**config.mk**
```make
export PLATFORM = sky130hd
export DESIGN_NAME = modbus_reg_ctrl
export DESIGN_NICKNAME = d
export VERILOG_FILES = /design/src/rtl/modbus_pkg.sv /design/src/rtl/modbus_req_check.sv /design/src/rtl/modbus_reg_ctrl.sv
export SDC_FILE = /design/constraint.sdc
export NUM_CORES = 1
export LEC_CHECK = 0
export CORE_MARGIN = 4
export CORE_UTILIZATION = 47
export DETAILED_ROUTE_END_ITERATION = 10
export GPL_TIMING_DRIVEN = 1
export PLACE_DENSITY = 0.8
export SYNTH_ARGS = -nofsm -noshare
export SYNTH_HDL_FRONTEND = slang
export SYNTH_SLANG_ARGS = --single-unit
```
**constraint.sdc**
```tcl
create_clock -name clk -period 2.7 [get_ports clk]
set_input_delay 0.405 -clock clk [delete_from_list [all_inputs] [get_ports clk]]
set_output_delay 0.405 -clock clk [all_outputs]
set_load 0.01 [all_outputs]
```
**src/rtl/modbus_pkg.sv**
```systemverilog
// Shared constants and state type for the Modbus holding-register access engine.
package modbus_pkg;

   localparam logic [7:0] FC_RD_HOLD   = 8'h03;
   localparam logic [7:0] FC_WR_SINGLE = 8'h06;
   localparam logic [7:0] FC_WR_MULTI  = 8'h10;

   localparam logic [7:0] EXC_NONE     = 8'h00;
   localparam logic [7:0] EXC_ILL_FUNC = 8'h01;
   localparam logic [7:0] EXC_ILL_ADDR = 8'h02;
   localparam logic [7:0] EXC_ILL_VAL  = 8'h03;

   typedef enum logic [2:0] {
      IDLE,
      CHECK,
      RD_ADDR,
      RD_WAIT,
      RD_OUT,
      WR,
      DONE
   } state_t;

endpackage

```
**src/rtl/modbus_req_check.sv**
```systemverilog
// Combinational request validator: maps fc/addr/qty to a Modbus exception code.
// Optional write protection of the low register region with MODBUS_REG_WRPROT_EN.
module modbus_req_check
   import modbus_pkg::*;
#(
   parameter int ADDR_WIDTH = 16,
   parameter int MAX_RD_QTY = 125,
   parameter int MAX_WR_QTY = 123,
   parameter int RO_REGS    = 0
) (
   input  logic [7:0]  fc,
   input  logic [15:0] addr,
   input  logic [15:0] qty,
   output logic [7:0]  exc
);

   localparam logic [16:0] ADDR_LIMIT = 17'(1) << ADDR_WIDTH;

   // 17-bit sum so that a range ending exactly at the top of the map is legal
   logic [16:0] range_end;
   assign range_end = {1'b0, addr} + {1'b0, qty};

   always_comb begin
      exc = EXC_NONE;
      if (fc != FC_RD_HOLD && fc != FC_WR_SINGLE && fc != FC_WR_MULTI)
         exc = EXC_ILL_FUNC;
      else if (qty == 16'd0 ||
               (fc == FC_RD_HOLD  && qty > 16'(MAX_RD_QTY)) ||
               (fc == FC_WR_MULTI && qty > 16'(MAX_WR_QTY)))
         exc = EXC_ILL_VAL;
      else if (range_end > ADDR_LIMIT)
         exc = EXC_ILL_ADDR;
`ifdef MODBUS_REG_WRPROT_EN
      else if (fc != FC_RD_HOLD && {1'b0, addr} < 17'(RO_REGS))
         exc = EXC_ILL_ADDR;
`endif
   end

endmodule

```
**src/rtl/modbus_reg_ctrl.sv**
```systemverilog
// Register-access engine between the Modbus RTU parser and holding-register RAM port A.
// Define MODBUS_REG_WRPROT_EN to reject writes below RO_REGS.
module modbus_reg_ctrl
   import modbus_pkg::*;
#(
   parameter int ADDR_WIDTH = 16,
   parameter int DATA_WIDTH = 16,
   parameter int MAX_RD_QTY = 125,
   parameter int MAX_WR_QTY = 123,
   parameter int RO_REGS    = 0
) (
   input  logic                  clk,
   input  logic                  rst,
   input  logic                  req_v,
   output logic                  req_rdy,
   input  logic [7:0]            req_fc,
   input  logic [15:0]           req_addr,
   input  logic [15:0]           req_qty,
   input  logic                  wr_v,
   input  logic [DATA_WIDTH-1:0] wr_d,
   output logic                  wr_rdy,
   output logic                  rd_v,
   output logic [DATA_WIDTH-1:0] rd_d,
   input  logic                  rd_rdy,
   output logic                  done,
   output logic [7:0]            exc,
   output logic [ADDR_WIDTH-1:0] ram_a,
   output logic [DATA_WIDTH-1:0] ram_d,
   output logic                  ram_w,
   input  logic [DATA_WIDTH-1:0] ram_q
);

   state_t      state;
   state_t      state_nxt;
   logic [7:0]  fc_r;
   logic [15:0] ptr;
   logic [15:0] cnt;
   logic [7:0]  chk_exc;
   logic        wr_beat;

   modbus_req_check #(
      .ADDR_WIDTH (ADDR_WIDTH),
      .MAX_RD_QTY (MAX_RD_QTY),
      .MAX_WR_QTY (MAX_WR_QTY),
      .RO_REGS    (RO_REGS)
   ) u_check (
      .fc   (fc_r),
      .addr (ptr),
      .qty  (cnt),
      .exc  (chk_exc)
   );

   // WR keeps wr_rdy low once cnt hits zero so the last ram_w cycle completes before done
   assign req_rdy = (state == IDLE);
   assign rd_v    = (state == RD_OUT);
   assign wr_rdy  = (state == WR) && (cnt != 16'd0);
   assign done    = (state == DONE);
   assign wr_beat = wr_v && wr_rdy;

   always_ff @(posedge clk or negedge rst) begin
      if (!rst) state <= IDLE;
      else      state <= state_nxt;
   end

   always_comb begin
      state_nxt = state;
      case (state)
         IDLE:    if (req_v) state_nxt = CHECK;
         CHECK: begin
            if (chk_exc != EXC_NONE)    state_nxt = DONE;
            else if (fc_r == FC_RD_HOLD) state_nxt = RD_ADDR;
            else                         state_nxt = WR;
         end
         RD_ADDR: state_nxt = RD_WAIT;
         RD_WAIT: state_nxt = RD_OUT;
         RD_OUT:  if (rd_rdy) state_nxt = (cnt == 16'd1) ? DONE : RD_ADDR;
         WR:      if (cnt == 16'd0) state_nxt = DONE;
         DONE:    state_nxt = IDLE;
         default: state_nxt = IDLE;
      endcase
   end

   // ram_a is loaded one state early so it is already valid throughout RD_ADDR
   always_ff @(posedge clk or negedge rst) begin
      if (!rst) begin
         fc_r  <= 8'h00;
         ptr   <= 16'h0000;
         cnt   <= 16'h0000;
         exc   <= EXC_NONE;
         rd_d  <= '0;
         ram_a <= '0;
         ram_d <= '0;
         ram_w <= 1'b0;
      end else begin
         ram_w <= 1'b0;
         case (state)
            IDLE: begin
               if (req_v) begin
                  fc_r <= req_fc;
                  ptr  <= req_addr;
                  cnt  <= (req_fc == FC_WR_SINGLE) ? 16'd1 : req_qty;
               end
            end
            CHECK: begin
               exc <= chk_exc;
               if (chk_exc == EXC_NONE && fc_r == FC_RD_HOLD)
                  ram_a <= ADDR_WIDTH'(ptr);
            end
            RD_WAIT: rd_d <= ram_q;
            RD_OUT: begin
               if (rd_rdy) begin
                  ptr   <= ptr + 16'd1;
                  cnt   <= cnt - 16'd1;
                  ram_a <= ADDR_WIDTH'(ptr + 16'd1);
               end
            end
            WR: begin
               if (wr_beat) begin
                  ram_w <= 1'b1;
                  ram_a <= ADDR_WIDTH'(ptr);
                  ram_d <= wr_d;
                  ptr   <= ptr + 16'd1;
                  cnt   <= cnt - 16'd1;
               end
            end
            DONE: exc <= EXC_NONE;
            default: ;
         endcase
      end
   end

endmodule

```
==> results.md <==
- Clock-pin slew was measured on the worst setup and hold paths at roughly 70 ps.
- Including well taps, the total number of placed cells is 1054.
- The Yosys step of the flow raised 0 warnings.
- Of the total power, combinational logic draws 0.656.
- The minimum setup slack among reg-to-reg paths is -100 ps.
- The via count of the first global-routing pass is 5971.
- The finished cells cover between 8000 and 9000 µm².
- The min-delay analysis places its worst path in the category in2async.
- The overall power is around 11 mW.
- The total vias in the final route is 6475.
- Cell internal power was estimated by the tool at ~6.5 mW.
- The startpoint class of the critical path is a flip-flop.
- The number of antenna violations at the first check in global routing is 0.
- Synthesis produced a netlist whose cell count is 722.
- Wire segments on met3 add up to 1326 µm in the final route.
- The final setup violation count is 16.
- In this run the static leakage power is 3.598 nW.
- The TritonCTS buffer count is 9.
- The worst hold slack is 87.38 ps.
- Of the total power, the clock network draws 0.115.
- For this block, the initial DRC count from the detailed router was 680.
- Clock tree synthesis found a total of between 90 and 100 sinks.
- The maximum number of pins on one net before global-route repair is 95.
- The area inside the core boundary is 13300 µm².
- The final period utilization is 1.038.
- The area after detailed placement is 8318 µm².
- The standard-cell row count is 42.
- Across all setup checks in the final design, the least slack found is -101.3 ps.
- The max-slew headroom at the worst pin is 0.3339.
- In this run, synthesis produced a sequential element count of 94.
- In this run, synthesis inferred 0 flip-flops with an integrated enable.
- Once detail routing completed, the nets flagged for antenna violations numbered 0.
- Data on the critical path arrives at its endpoint at 3090 ps.
- Dividing the detail-routed wire length by the instance count gives 18.19 µm.
- The first detailed-routing pass ran for 5 iterations.
- The end of the worst register-to-register path is ram_a[10].
- From bottom edge to top edge, the die measures about 120 µm.
- In the final layout, the share of cells above drive strength 1 is 0.2007.
- The type of the worst setup path is reg2reg.
- The total routing usage reported by global routing is 0.2407.
- The critical path's largest stage delay is roughly 430 ps.
- The net switching power of the design is 5.036 mW.
- Power spread over the standard cell area amounts to between 1000 and 1500 nW/µm².
- The number of hold buffers added after CTS was 0.
- The top layer used by detailed routing is met4.
- The total count of hold-check failures in the final report is 0.
- The maximum VDD drop is 0.5584 mV.
- The run finished, with violations left.
- A synthesized cell averages 8.854 µm².
- The type of destination of the critical path is a flip-flop.
- The highest attainable clock frequency is 0.3570 GHz.
- The sum of routed wire length over all layers is 19520 µm.
- TritonCTS built the clock tree.
- The worst-case reg-to-reg path depth is 10.
- The starting density of the core is 0.4808.
- The most numerous cell type found on the critical path is nand3_1.
- For this run, the register share of the synthesized area comes to 0.3680.
- Of the total power, the share spent switching nets is 0.4382.
- The number of distinct library cells after synthesis is 76.
- The leading register cell type out of synthesis is dfrtp_1.
- The floorplan step defined a die boundary enclosing 15530 µm².
- In this run the number of H-tree levels came out at 3.
- The clock arrives with between 4 and 5 ps of skew.
- The proportion of power drawn by flip-flops and latches is 0.228.
- Clock tree synthesis selected as its root buffer the cell clkbuf_16.
- The remaining routing DRC violations is 0.
- The final non-filler cell total is 1073.
- The post-detailed-route via-to-cell ratio is just over 6.
- The launch point of the worst reg-to-reg path is ptr[5].
- The post-synthesis instance area is about 6400 µm².
- The final reports fail on negative setup slack.
- The final-report max-slew violation count is 0.
- Subtracting the final worst setup slack from the clock period gives roughly 2800 ps.
- The maximum fanout count along the critical path is 30.
- Routability-driven placement finished with a final weighted congestion of 0.9404.
- At the later pin of the worst-skew pair, clock insertion delay measures 350 ps.
- The top-level I/O count is 138.
- The transition time at the pin with the least slew margin is roughly 1000 ps.
- The longest clock path from root to sink contains 2 buffers.
- The die span in x is 124.6 µm.
- The first global-routing pass estimated 30660 µm of wire.
- The number of port buffers is 131.
- The max-capacitance violation count is 0.
- The critical path goes through ha_4, nand3_1, o221a_2, or3_1, a32oi_1, and4_4, nand4b_2, buf_12, a211o_1, nand3_1.
- Setup repair after global routing could not meet its margin everywhere.
- The detailed router put a total of 8096 µm of wire on met1.
- The largest individual stage delay along the critical path comes from the cell dfrtp_1.
- The async set-reset flop share out of synthesis is 1.000.
- The number of antenna repair diodes is 0.
- The number of nets in the finished design is 989.
- The area growth from synthesis to layout is 37.99%.
- Data on the critical path is required at its endpoint by approximately 3000 ps.
- The placed wire-length estimate is between 10000 and 15000 µm.
- After detailed routing, the met2 layer carries 9727 µm of wire.
- After global routing the overflow that remains totals 0.
[synth_stat cells (all sizes together) (7+ instances only)]
master	number	area share
dfrtp	94	0.37
o21ai	65	0.051
nand2	55	0.032
nor2	54	0.032
a21oi	51	0.041
nand3	50	0.039
mux2	41	0.072
clkbuf	37	0.022
nor3	24	0.020
nand4	21	0.021
ha	19	0.037
buf	18	0.021
a211o	16	0.022
o311a	16	0.025
inv	13	0.0076
xor2	13	0.018
and3	12	0.012
nor4	11	0.013
a32oi	7	0.0096
[power groups by stage]
stage	Sequential (mW)	Combinational [mW]	Clock, mW
final	2.62	7.54	1.33
after global routing	2.72	8.16	1.41
after detailed placement	2.58	6.98	0
after global placement	2.55	6.86	0
after CTS	2.60	7.25	1.34
after floorplan	2.72	4.21	0
[per-layer routing]
layer,GRT usage,vias to the layer above
li1,-,3044
met1,0.3121,3137
met2,0.4055,267
met3,0.05189,27
met4,0.06963,0
met5,0,-
[what timing repair did]
item,in CTS,in global routing
endpoints found under the hold margin,0,0
buffers inserted,2,1
setup endpoints to repair,21,20
gates resized for setup,22,10
pin swaps,2,5
[worst max-delay path by stage]
stage / cells past startpoint / from / end
5_1_grt: 10 / cnt[4] / ram_a[0]
6_report: 10 / ptr[5] / ram_a[10]
2_1_floorplan: 11 / ptr[6] / ram_a[8]
3_3_place_gp: 11 / ptr[0] / ram_a[8]
4_1_cts: 10 / cnt[4] / ram_a[0]
3_5_place_dp: 10 / cnt[6] / ram_a[15]
[worst max-delay path, delay by kind of cell (launching register included)]
kind	cells	cell delay [ps]
AO/OA/AOI/OAI	3	800
adder cells (fa/ha/maj)	1	310
buffers and inverters	1	190
flip-flops	1	430
AND/OR/NAND/NOR	5	990
[kinds of logic after synthesis]
group / Yosys count / synth area share
mux: 43 / 0.07536
buf+inv: 68 / 0.05050
fa+ha+maj: 20 / 0.04032
other cells: 1 / 0.0005866
flops: 94 / 0.3680
compound gates: 213 / 0.2253
xor+xnor: 19 / 0.02603
simple gates: 264 / 0.2139
[layout by cell type (no fill, tap or decap), types with 9 or more instances in the layout]
cell type and n:
nand2_1 55, a211o_1 16, nor4_1 9, buf_4 75, mux2_2 41, nand3_1 50, nor2_1 53, o21ai_0 58
and3_1 12, clkdlybuf4s50_1 129, clkbuf_16 9, xor2_1 13, ha_1 9, inv_1 13, nor3_1 20, o311a_1 16
a21oi_1 47, dfrtp_1 93, nand4_1 21
[state kept, by name, summed over array words and instances (netlist names)]
signal	count
ram_a	16
ram_w	1
state	3
ram_d	16
fc_r	8
ptr	16
exc	2
rd_d	16
cnt	16
[through the flow]
stage	setup TNS (ps)	utilization	worst slack, ps
after global placement	-725.7	0.6256	-71.85
after global routing	-3347	0.6635	-239.8
after CTS	-294.0	0.6582	-36.94
after detailed placement	-2316	0.6256	-154.4
after floorplan	0	-	0.3855
final	-1302	0.6635	-101.3
[layout make-up]
cell class	count	area, µm²
clock buffer	10	239.0
clock inverter	6	68.82
fill	1042	4474
inverter	13	48.80
multi-input combinational	565	3948
sequential	94	2354
tap	176	220.2
timing repair buffer	209	1943
Power figures use the tool's default switching activity.
